`src/rtl/arm_pipe_pkg.sv`:
```
// Shared types and sizing constants for the ARM-style pipeline memory stage.
package arm_pipe_pkg;

  localparam int unsigned REG_ADDR_W          = 4;
  localparam int unsigned DATA_W              = 32;
  localparam int unsigned STRB_W              = DATA_W / 8;
  localparam int unsigned DMEM_TIMEOUT_CYCLES = 255;
  localparam int unsigned TO_CNT_W            = 8;

  typedef enum logic [1:0] {
    IDLE = 2'd0,
    REQ  = 2'd1,
    RESP = 2'd2
  } mem_state_e;

  // Memory instruction captured from EX/MEM when the access starts
  typedef struct packed {
    logic                  wr;
    logic                  byte_op;
    logic [DATA_W-1:0]     addr;
    logic [DATA_W-1:0]     wdata;
    logic [REG_ADDR_W-1:0] rd_tag;
    logic                  link;
    logic                  wb_en;
  } mem_req_t;

endpackage

```
`src/rtl/dmem_lane_align.sv`:
```
// Byte-lane steering: store data/strobe generation and little-endian load extraction.
module dmem_lane_align
  import arm_pipe_pkg::*;
(
  input  logic              i_byte_op,
  input  logic [1:0]        i_addr_lo,
  input  logic [DATA_W-1:0] i_store_data,
  input  logic [DATA_W-1:0] i_load_data,
  output logic [DATA_W-1:0] o_wdata,
  output logic [STRB_W-1:0] o_wstrb,
  output logic [DATA_W-1:0] o_load_data
);

  always_comb begin
    o_wdata     = i_store_data;
    o_wstrb     = '1;
    o_load_data = i_load_data;
    if (i_byte_op) begin
      o_wdata     = {STRB_W{i_store_data[7:0]}};
      o_wstrb     = STRB_W'(1) << i_addr_lo;
      o_load_data = DATA_W'(i_load_data[{i_addr_lo, 3'b000} +: 8]);
    end
  end

endmodule

```
`src/rtl/mem_access_stage.sv`:
```
// MEM stage: passes ALU ops through, sequences loads/stores as IDLE->REQ->RESP while stalling.
// Optional: define DMEM_TIMEOUT_EN to abort a request with fault_out after DMEM_TIMEOUT_CYCLES.
module mem_access_stage
  import arm_pipe_pkg::*;
(
  input  logic                  clk,
  input  logic                  reset,
  input  logic                  in_valid,
  input  logic                  mem_read,
  input  logic                  mem_write,
  input  logic                  byte_op,
  input  logic [DATA_W-1:0]     alu_result,
  input  logic [DATA_W-1:0]     store_data,
  input  logic [REG_ADDR_W-1:0] rd_in,
  input  logic                  link_in,
  input  logic                  wb_en_in,
  output logic                  dmem_req,
  output logic                  dmem_we,
  output logic [DATA_W-1:0]     dmem_addr,
  output logic [DATA_W-1:0]     dmem_wdata,
  output logic [STRB_W-1:0]     dmem_wstrb,
  input  logic                  dmem_ack,
  input  logic [DATA_W-1:0]     dmem_rdata,
  output logic [DATA_W-1:0]     mem_out,
  output logic [REG_ADDR_W-1:0] rd_out,
  output logic                  link_out,
  output logic                  wb_en_out,
  output logic                  fault_out,
  output logic                  stall_out
);

  mem_state_e        r_state;
  mem_state_e        w_next_state;
  mem_req_t          r_req;
  logic [DATA_W-1:0] r_rdata;
  logic              w_mem_op;
  logic              w_accept;
  logic              w_ack;
  logic              w_timeout;
  logic              w_fault;
  logic [DATA_W-1:0] w_wdata;
  logic [STRB_W-1:0] w_wstrb;
  logic [DATA_W-1:0] w_load_data;

  assign w_mem_op = in_valid & (mem_read | mem_write);
  assign w_accept = (r_state == IDLE) & w_mem_op;
  assign w_ack    = (r_state == REQ) & dmem_ack;

`ifdef DMEM_TIMEOUT_EN
  logic [TO_CNT_W-1:0] r_to_cnt;
  logic                r_fault;

  // Counts completed REQ cycles; the 255th cycle without ack is the timeout
  always_ff @(posedge clk) begin
    if (reset || (r_state != REQ)) r_to_cnt <= '0;
    else                           r_to_cnt <= r_to_cnt + TO_CNT_W'(1);
  end

  assign w_timeout = (r_state == REQ) & ~dmem_ack &
                     (r_to_cnt == TO_CNT_W'(DMEM_TIMEOUT_CYCLES - 1));

  always_ff @(posedge clk) begin
    if (reset)                r_fault <= 1'b0;
    else if (w_timeout)       r_fault <= 1'b1;
    else if (r_state == RESP) r_fault <= 1'b0;
  end

  assign w_fault = r_fault;
`else
  assign w_timeout = 1'b0;
  assign w_fault   = 1'b0;
`endif

  dmem_lane_align u_lane_align (
    .i_byte_op    (r_req.byte_op),
    .i_addr_lo    (r_req.addr[1:0]),
    .i_store_data (r_req.wdata),
    .i_load_data  (dmem_rdata),
    .o_wdata      (w_wdata),
    .o_wstrb      (w_wstrb),
    .o_load_data  (w_load_data)
  );

  always_ff @(posedge clk) begin
    if (reset) r_state <= IDLE;
    else       r_state <= w_next_state;
  end

  // Request capture at access start and load data capture on ack
  always_ff @(posedge clk) begin
    if (reset) begin
      r_req   <= '0;
      r_rdata <= '0;
    end else begin
      if (w_accept) begin
        r_req.wr      <= mem_write;
        r_req.byte_op <= byte_op;
        r_req.addr    <= alu_result;
        r_req.wdata   <= store_data;
        r_req.rd_tag  <= rd_in;
        r_req.link    <= link_in;
        r_req.wb_en   <= wb_en_in;
      end
      if (w_ack) r_rdata <= w_load_data;
    end
  end

  always_comb begin
    w_next_state = r_state;
    dmem_req     = 1'b0;
    dmem_we      = 1'b0;
    dmem_addr    = {r_req.addr[DATA_W-1:2], 2'b00};
    dmem_wdata   = w_wdata;
    dmem_wstrb   = w_wstrb;
    mem_out      = alu_result;
    rd_out       = rd_in;
    link_out     = link_in;
    wb_en_out    = 1'b0;
    fault_out    = 1'b0;
    stall_out    = 1'b0;
    unique case (r_state)
      IDLE: begin
        if (w_mem_op) begin
          stall_out    = 1'b1;
          w_next_state = REQ;
        end else begin
          wb_en_out = in_valid & wb_en_in;
        end
      end
      REQ: begin
        dmem_req  = 1'b1;
        dmem_we   = r_req.wr;
        stall_out = 1'b1;
        mem_out   = '0;
        rd_out    = r_req.rd_tag;
        link_out  = r_req.link;
        if (dmem_ack || w_timeout) w_next_state = RESP;
      end
      RESP: begin
        mem_out      = (r_req.wr | w_fault) ? '0 : r_rdata;
        rd_out       = r_req.rd_tag;
        link_out     = r_req.link;
        wb_en_out    = r_req.wb_en & ~w_fault;
        fault_out    = w_fault;
        w_next_state = IDLE;
      end
      default: w_next_state = IDLE;
    endcase
  end

endmodule

```
`config.mk`:
```
export PLATFORM = sky130hd
export DESIGN_NAME = mem_access_stage
export DESIGN_NICKNAME = d
export VERILOG_FILES = /design/src/rtl/arm_pipe_pkg.sv /design/src/rtl/dmem_lane_align.sv /design/src/rtl/mem_access_stage.sv
export SDC_FILE = /design/constraint.sdc
export NUM_CORES = 1
export LEC_CHECK = 0
export ABC_AREA = 1
export CORE_UTILIZATION = 46
export DETAILED_ROUTE_END_ITERATION = 7
export PLACE_DENSITY = 0.86
export RECOVER_POWER = 50
export SLEW_MARGIN = 20
export SYNTH_ARGS = -nofsm -noshare
export SYNTH_HDL_FRONTEND = slang
export SYNTH_SLANG_ARGS = --single-unit
```
`constraint.sdc`:
```
create_clock -name clk -period 3.4 [get_ports clk]
set_clock_uncertainty 0.15 [all_clocks]
set_input_delay 0.68 -clock clk [delete_from_list [all_inputs] [get_ports clk]]
set_output_delay 0.68 -clock clk [all_outputs]
set_load 0.005 [all_outputs]
```
Word level (Yosys, flattened, before mapping)
Index checks and enable logic that the tools add are counted.

Register bits after elaboration: 106. Output and inout port bits: 110. Logic and storage cells: 39.

Equal/unequal tests: 4. Shifts and indexed selects: 2. Muxes and demuxes: 16. Bitwise gates (word level): 5. Reductions and logical operators: 3.

Operators with widths (number): two-way mux 32 bit (3); one-hot mux 32 bit (2 select lines) (1); variable part select 32 x 6 -> 8 bit (1); two-way mux 4 bit (2); two-way mux 1 bit (5); bitwise AND 1 bit (4); two-way mux 2 bit (2); != test 2 bit (second input constant) (2); one-hot mux 1 bit (2 select lines) (2); one-hot mux 2 bit (2 select lines) (1); left shift 1 x 2 -> 4 bit (first input constant) (1); equality test 2 x 1 -> 1 bit (second input constant) (1); equality test 2 bit (second input constant) (1); zero test 2 bit (1); AND reduction 2 bit (1); OR reduction 2 bit (1); OR 1 bit (1).

Depth between registers and ports, before layout
Gate-level depths: netlist (run 1).

Depth after elaboration: 4. Depth in mapped cells: 7. Gate-level depth less buffers: 6.

By module
From an unflattened synthesis (run 1), not the netlist that was laid out.

Cell total of the unflattened synthesis: 810. Area total of the unflattened synthesis: 5386.4 um^2.

By module, submodules not included: mem_access_stage (instances 1, cells each 625, area an instance 4530.6 um^2, sequential area each 2122.0 um^2); dmem_lane_align (instances 1, cells each 185, area an instance 855.8 um^2, sequential area each 0.0 um^2).

Worst setup path before layout (run 1)
Ideal clock, no wire load.

Path kind: reg2out. From: reg r_state[0]. To: out mem_out[0]. Arrival time: 1.289 ns. Data required time: 2.570 ns. Setup slack: 1.281 ns. Stages on the path, launching flop included: 7. Path buffers: 2. Cell sequence: dfxtp_1 inv_1 ha_1 clkbuf_1 nand2_1 buf_2 o22ai_1.

Cells in the longest elaborated chain, start to end: 2.

RTL lines: from (decl) (line mem_access_stage.sv:32) `mem_state_e r_state;`; from (signal assigned) (line mem_access_stage.sv:86) `else r_state <= w_next_state;`; equality test 2 bit / equality test 2 x 1 -> 1 bit (equally long branches) (line mem_access_stage.sv:121) `unique case (r_state)`; one-hot mux 32 bit (2 select lines) (*) (line mem_access_stage.sv:121); to (decl) (line mem_access_stage.sv:24) `output logic [DATA_W-1:0] mem_out,`.

Every way passes the cells marked *; elsewhere a longest branch is shown, timed or not.

Worst setup path after layout (run 1)
Ends and elaborated chain as after synthesis.

==> flow_summary_export.csv, run 1 <==
group,metric,value,unit
synthesis,yosysTopAreaCellShare,41.4,%
clock_network,cts_sinks,106,
timing,rsz0062_at_grt,"false",
worst_setup_path,crit_chain,"inv_1 -> ha_1 -> buf_4 -> o22ai_1 -> clkdlybuf4s50_1",
finish,final_core_util,65.2,%
worst_setup_path,rr_worst_depth,6,
place,dp_cells,1002,
power_and_ir_drop,internal-power,0.00198,W
routing,ant_nets,0,
finish,fin_cells,1017,
grt,grt_antenna_before_repair,0,
finish,multi_input_area,2130,um2
worst_setup_path,crit_family,"buffers and inverters",
die,die_area,11600,um2
hold_path,worstHoldStart,"r_req[31]$_SDFFE_PP0P_",
finish,drive_gt1_share,2.96,%
clock_network,htree_levels,3,
status,violations,"capacitance limit, slew limit",
power_and_ir_drop,power.net_switching,0.000785,W
place,gp_congestion,0.818,
die,fp.dieW,108,um
clock_network,cts_resized,0,
worst_setup_path,crit_path_max_incr_delay,0.60,ns
hold_path,min_to,"r_req[31]$_SDFFE_PP0P_",
timing,fin_setup_tns,0,ns
die,initial_core_util,47.2,%
die,core,10800,um2
synthesis,synthesis.area,5120,um2
run,cap_viol_max_count,1,
clock_network,cts_tree,"built",
clock_network,cts_hold_buf,0,
clock_network,post_cts_buffers,0,
power_and_ir_drop,power.density,392,nW/um2
grt,overflow,0,
power_and_ir_drop,power_frac_clock,24.1,%
power_and_ir_drop,seqPwrFrac,49.3,%
synthesis,synthCells,729,
synthesis,synth_top_cell_by_area,"dfxtp_1",
finish,ff_latch_area,2120,um2
synthesis,synth_edf_count,0,
place,port_buffers,215,
worst_setup_path,endpoint_kind,"output pin",
finish,postLayoutCellArea,7070,um2
synthesis,avgSynthCellArea,7.02,um2
routing,drtPass1Iterations,5,
routing,vias,5208,
clock_network,cts.path.max_buffers,2,
power_and_ir_drop,ir_drop,0.264,mV
worst_setup_path,worst-r2r-setup-slack,0.60,ns
timing,fmax,324,MHz
timing,period_minus_slack,3.09,ns
clock_network,cts-root-buf,"clkbuf_8",
worst_setup_path,cpMaxStageDelayCell,"clkdlybuf4s50_1",
die,rows,38,
synthesis,synthTopCellsByArea,"dfxtp_1 41%, nand2_1 13%, a21oi_1 12%",
timing,finalHoldViolCount,0,
worst_setup_path,crit_type,"reg -> out",
die,io_pins,219,
synthesis,ys_types,23,
status,status,"finished with violations",
grt,grt_pass1_wl,23900,um
routing,post_drt_wl_per_cell,15.0,um
synthesis,async_flop_share,0,%
grt,grt_pass1_vias,4652,
clock_network,cts_buffers,9,
routing,drt_wl_total,15300,um
synthesis,synth.most_common_cell,"nand2_1",
worst_setup_path,cp_max_fo,42,
routing,vias_per_cell,5.12,
finish,nets,985,
timing,hold_slack,0.300,ns
worst_setup_path,r2r-end,"r_req[19]$_SDFFE_PP0P_",
synthesis,ys.flop_type,"dfxtp_1",
synthesis,synthTopCellsByCount,"181 x nand2_1, 119 x a21oi_1, 106 x dfxtp_1",
timing,fin_crit_sh,90.8,%
timing,setup_violations,0,
die,die_y,108,um
synthesis,yosysWarnings,0,
hold_path,hold_class,"reg -> reg",
place,hpwlAfterDp,11000,um
timing,report.final.slew_viol_count,105,
finish,fillers,990,
timing,slew_headroom,-12.0,%
worst_setup_path,path_buf_inv,3,
worst_setup_path,worstPathRequired,2.57,ns
synthesis,seq_area_frac_synth,41.4,%
clock_network,path_clk_slew,0.09,ns
timing,worst_pin_slew,1.68,ns
routing,drtIter0Drc,422,
power_and_ir_drop,p_comb_share,26.6,%
power_and_ir_drop,p_leak,2.77,nW
worst_setup_path,arrival,2.26,ns
synthesis,ys_ff_latch,106,
power_and_ir_drop,p_sw_share,28.4,%
finish,synthToLayoutAreaGrowth,38.1,%
grt,grt_start_max_net_pins,105,
grt,grtUsageTotal,26.5,%
clock_network,clk_latency,0.36,ns
worst_setup_path,cp-start-kind,"flip-flop",
hold_path,hold_depth,2,
finish,insertedDiodeCount,0,
worst_setup_path,regToRegStartpoint,"r_state[0]$_SDFFE_PP0P_",
place,dpl-instance-area,6930,um2
routing,drc,0,
-- routing by layer --
layer	track usage, %	up-vias	routed length (um)
met5	0	-	0
met4	7.93	0	297
met3	4.72	26	842
met2	42.4	179	7090
met1	36.2	2377	7060
li1	-	2626	-
-- state kept, by name, summed over array words and instances (netlist names) --
| signal | count |
|---|---|
| r_state | 2 |
| r_rdata | 32 |
| r_req | 42 |
| dmem_addr | 30 |
-- worst max-delay path by stage --
stage	start	endpoint	slack (ns)	depth (start not counted)
floorplan	r_state[0]$_SDFFE_PP0P_	mem_out[0]	1.28	6
global placement	mem_write	wb_en_out	0.52	5
detailed placement	mem_write	wb_en_out	0.48	5
CTS	r_state[1]$_SDFFE_PP0P_	rd_out[2]	0.30	6
global route	mem_write	r_req[70]$_SDFFE_PP0P_	0.12	7
finish	r_state[0]$_SDFFE_PP0P_	mem_out[0]	0.31	5
-- cells in the final DEF (no fill, tap or decap), drive strengths merged, types with 9 or more instances in the layout --
master and count:
o22ai 32, a21oi 119, o21ai 69, nand3 41, dfxtp 106, clkbuf 14
nand2 183, dlygate4sd3 39, inv 74, clkdlybuf4s50 175, buf 9
-- area by class of cell --
type / count / area share, %
repair buffers: 224 / 31.2
multi-input cells: 457 / 30.1
flip-flops and latches: 106 / 30.0
clock buffers: 13 / 1.96
well taps: 140 / 2.48
inverters: 75 / 3.98
clock inverters: 2 / 0.212
-- power by group through the flow --
stage	clock network, W	registers [W]	logic, W
6_report	0.000668	0.00136	0.000737
5_1_grt	0.000744	0.00137	0.000808
4_1_cts	0.000686	0.00137	0.000750
3_5_place_dp	0	0.00139	0.000747
3_3_place_gp	0	0.00139	0.000740
2_1_floorplan	0	0.00138	0.000379
-- tightest hold or removal path: cells and delay by family, from the launching register on --
kind / cells / cell delay (ns)
flops: 1 / 0.31
buf+inv: 1 / 0.05
compound gates: 1 / 0.05
-- cell families after synthesis --
| kind of cell | count (synthesis) | share of synthesized area [%] |
|---|---|---|
| fa+ha+maj | 3 | 0.733 |
| simple gates | 231 | 18.4 |
| other cells | 1 | 0.0732 |
| buf+inv | 168 | 17.0 |
| flops | 106 | 41.4 |
| compound gates | 220 | 22.4 |
-- metrics by stage --
step	setup slack [ns]	total power (W)
6_report	0.312	0.00277
5_1_grt	0.119	0.00292
4_1_cts	0.305	0.00280
3_5_place_dp	0.481	0.00214
3_3_place_gp	0.516	0.00213
2_1_floorplan	1.28	0.00176
Power figures use the tool's default switching activity.
==> inputs of run 2 (changes only) <==
Settings changed: CORE_ASPECT_RATIO from default to 1.25.
==> flow_summary_export.csv, run 2 (same netlist as run 1, synthesis figures left out) <==
group,metric,value,unit
finish,drive_gt1_share,3.42,%
clock_network,clk_latency,0.34,ns
timing,fin_setup_tns,0,ns
die,io_pins,219,
timing,report.final.slew_viol_count,105,
routing,post_drt_wl_per_cell,15.4,um
place,gp_congestion,0.850,
clock_network,htree_levels,3,
routing,vias,5272,
timing,finalHoldViolCount,0,
timing,period_minus_slack,3.11,ns
routing,drt_wl_total,15500,um
finish,synthToLayoutAreaGrowth,41.3,%
timing,setup_violations,0,
run,cap_viol_max_count,1,
worst_setup_path,cp-startpoint,"r_state[1]$_SDFFE_PP0P_",
finish,postLayoutCellArea,7230,um2
status,status,"finished with violations",
worst_setup_path,arrival,2.28,ns
die,die_area,11600,um2
power_and_ir_drop,internal-power,0.00231,W
worst_setup_path,path_buf_inv,3,
place,port_buffers,215,
clock_network,cts_resized,0,
timing,slew_headroom,-27.1,%
worst_setup_path,worstPathRequired,2.57,ns
clock_network,cts_sinks,106,
routing,drtPass1Iterations,5,
die,rows,42,
die,fp.dieW,96.4,um
grt,grtUsageTotal,26.9,%
routing,vias_per_cell,5.22,
timing,fin_crit_sh,91.5,%
grt,grt_start_max_net_pins,105,
finish,nets,986,
clock_network,cts_hold_buf,0,
die,core,10700,um2
place,dpl-instance-area,6950,um2
power_and_ir_drop,p_comb_share,23.6,%
clock_network,cts_tree,"built",
hold_path,worstHoldStart,"r_req[29]$_SDFFE_PP0P_",
clock_network,cts_buffers,9,
clock_network,path_clk_slew,0.07,ns
die,die_y,120,um
power_and_ir_drop,power.net_switching,0.000822,W
clock_network,cts.path.max_buffers,2,
worst_setup_path,crit_type,"reg -> out",
power_and_ir_drop,p_sw_share,26.2,%
power_and_ir_drop,power.density,433,nW/um2
finish,top_register,"r_req",
routing,drtIter0Drc,258,
worst_setup_path,crit_path_max_incr_delay,0.55,ns
routing,drc,0,
worst_setup_path,cpMaxStageDelayCell,"clkdlybuf4s50_1",
routing,ant_nets,0,
power_and_ir_drop,ir_drop,0.274,mV
timing,worst_pin_slew,1.91,ns
timing,rsz0062_at_grt,"false",
worst_setup_path,worst-r2r-setup-slack,0.55,ns
grt,grt_antenna_before_repair,1,
finish,final_common_cell,"nand2_1",
worst_setup_path,endpoint_kind,"output pin",
timing,fmax,321,MHz
grt,overflow,0,
power_and_ir_drop,power_frac_clock,32.7,%
finish,largest_register_ffs,42,
power_and_ir_drop,p_leak,2.86,nW
place,hpwlAfterDp,11100,um
worst_setup_path,cp_max_fo,26,
clock_network,cts-root-buf,"clkbuf_16",
clock_network,post_cts_buffers,0,
worst_setup_path,crit_family,"buffers and inverters",
grt,grt_pass1_vias,4797,
status,violations,"capacitance limit, slew limit",
hold_path,hold_class,"reg -> reg",
worst_setup_path,crit_chain,"inv_1 -> ha_1 -> nand2_1 -> buf_12 -> o22ai_1 -> clkdlybuf4s50_1",
grt,grt_pass1_wl,23900,um
worst_setup_path,cp-start-kind,"flip-flop",
power_and_ir_drop,seqPwrFrac,43.6,%
die,initial_core_util,47.8,%
worst_setup_path,regToRegStartpoint,"r_state[0]$_SDFFE_PP0P_",
finish,mostFrequentLayoutCells,"181 x nand2_1, 175 x clkdlybuf4s50_1, 119 x a21oi_1, 106 x dfxtp_1, 73 x inv_1",
-- run 2: cell count changes in the layout (fill, tap and decap cells not counted), moves of 2 or more --
cell        delta
nand2_1        -2
nand2_2        +2
clkbuf_1       -2
buf_12         +2
clkbuf_16      +9
clkbuf_8       -8
clkinvlp_4     -2
-- run 2: cell type report --
cell class,count,area [um2]
well taps,132,165
inverters,75,282
multi-input cells,457,2130
repair buffers,225,2240
diodes,1,2.50
clock buffers,12,246
fillers,959,3490
clock inverters,2,38.8
flip-flops and latches,106,2120
-- run 2: worst register-to-register path, stage by stage, from the launching register on --
cell	delay, ns
dfxtp_1	0.36
inv_1	0.07
ha_1	0.24
nand3_4	0.09
clkbuf_2	1.37
o21ai_0	0.26
a21oi_1	0.20
-- run 2: routing by layer --
layer,wire (um),part of all wire (%),vias up,track usage [%]
met5,0,0,-,0
met4,401,2.6,0,10.9
met3,884,5.7,26,5.26
met2,7940,51,191,46.6
met1,6320,41,2435,31.9
li1,-,-,2620,-
-- run 2: metrics by stage --
step / total power [W] / utilization, % / cells / hold WS (ns) / setup WS, ns
after floorplan: 0.00176 / - / 731 / 0.274 / 1.28
after global placement: 0.00214 / 64.8 / 995 / 0.283 / 0.496
after detailed placement: 0.00215 / 64.8 / 995 / 0.288 / 0.470
after CTS: 0.00317 / 67.5 / 1009 / 0.298 / 0.279
after global routing: 0.00328 / 67.5 / 1010 / 0.321 / 0.0703
final: 0.00313 / 67.5 / 1010 / 0.298 / 0.287
-- run 2: path summary, 6_finish.rpt --
path,end,depth (start not counted)
max,mem_out[16],6
min,r_req[29]$_SDFFE_PP0P_,2
max reg2reg,r_req[38]$_SDFFE_PP0P_,6
min reg2reg,r_req[29]$_SDFFE_PP0P_,2
-- run 2: power by group through the flow --
stage                     Sequential (W)  Combinational, W  Clock, W
after global routing             0.00138          0.000810   0.00110
after detailed placement         0.00140          0.000751         0
after global placement           0.00139          0.000742         0
final                            0.00137          0.000741   0.00103
after floorplan                  0.00138          0.000379         0
after CTS                        0.00137          0.000754   0.00104
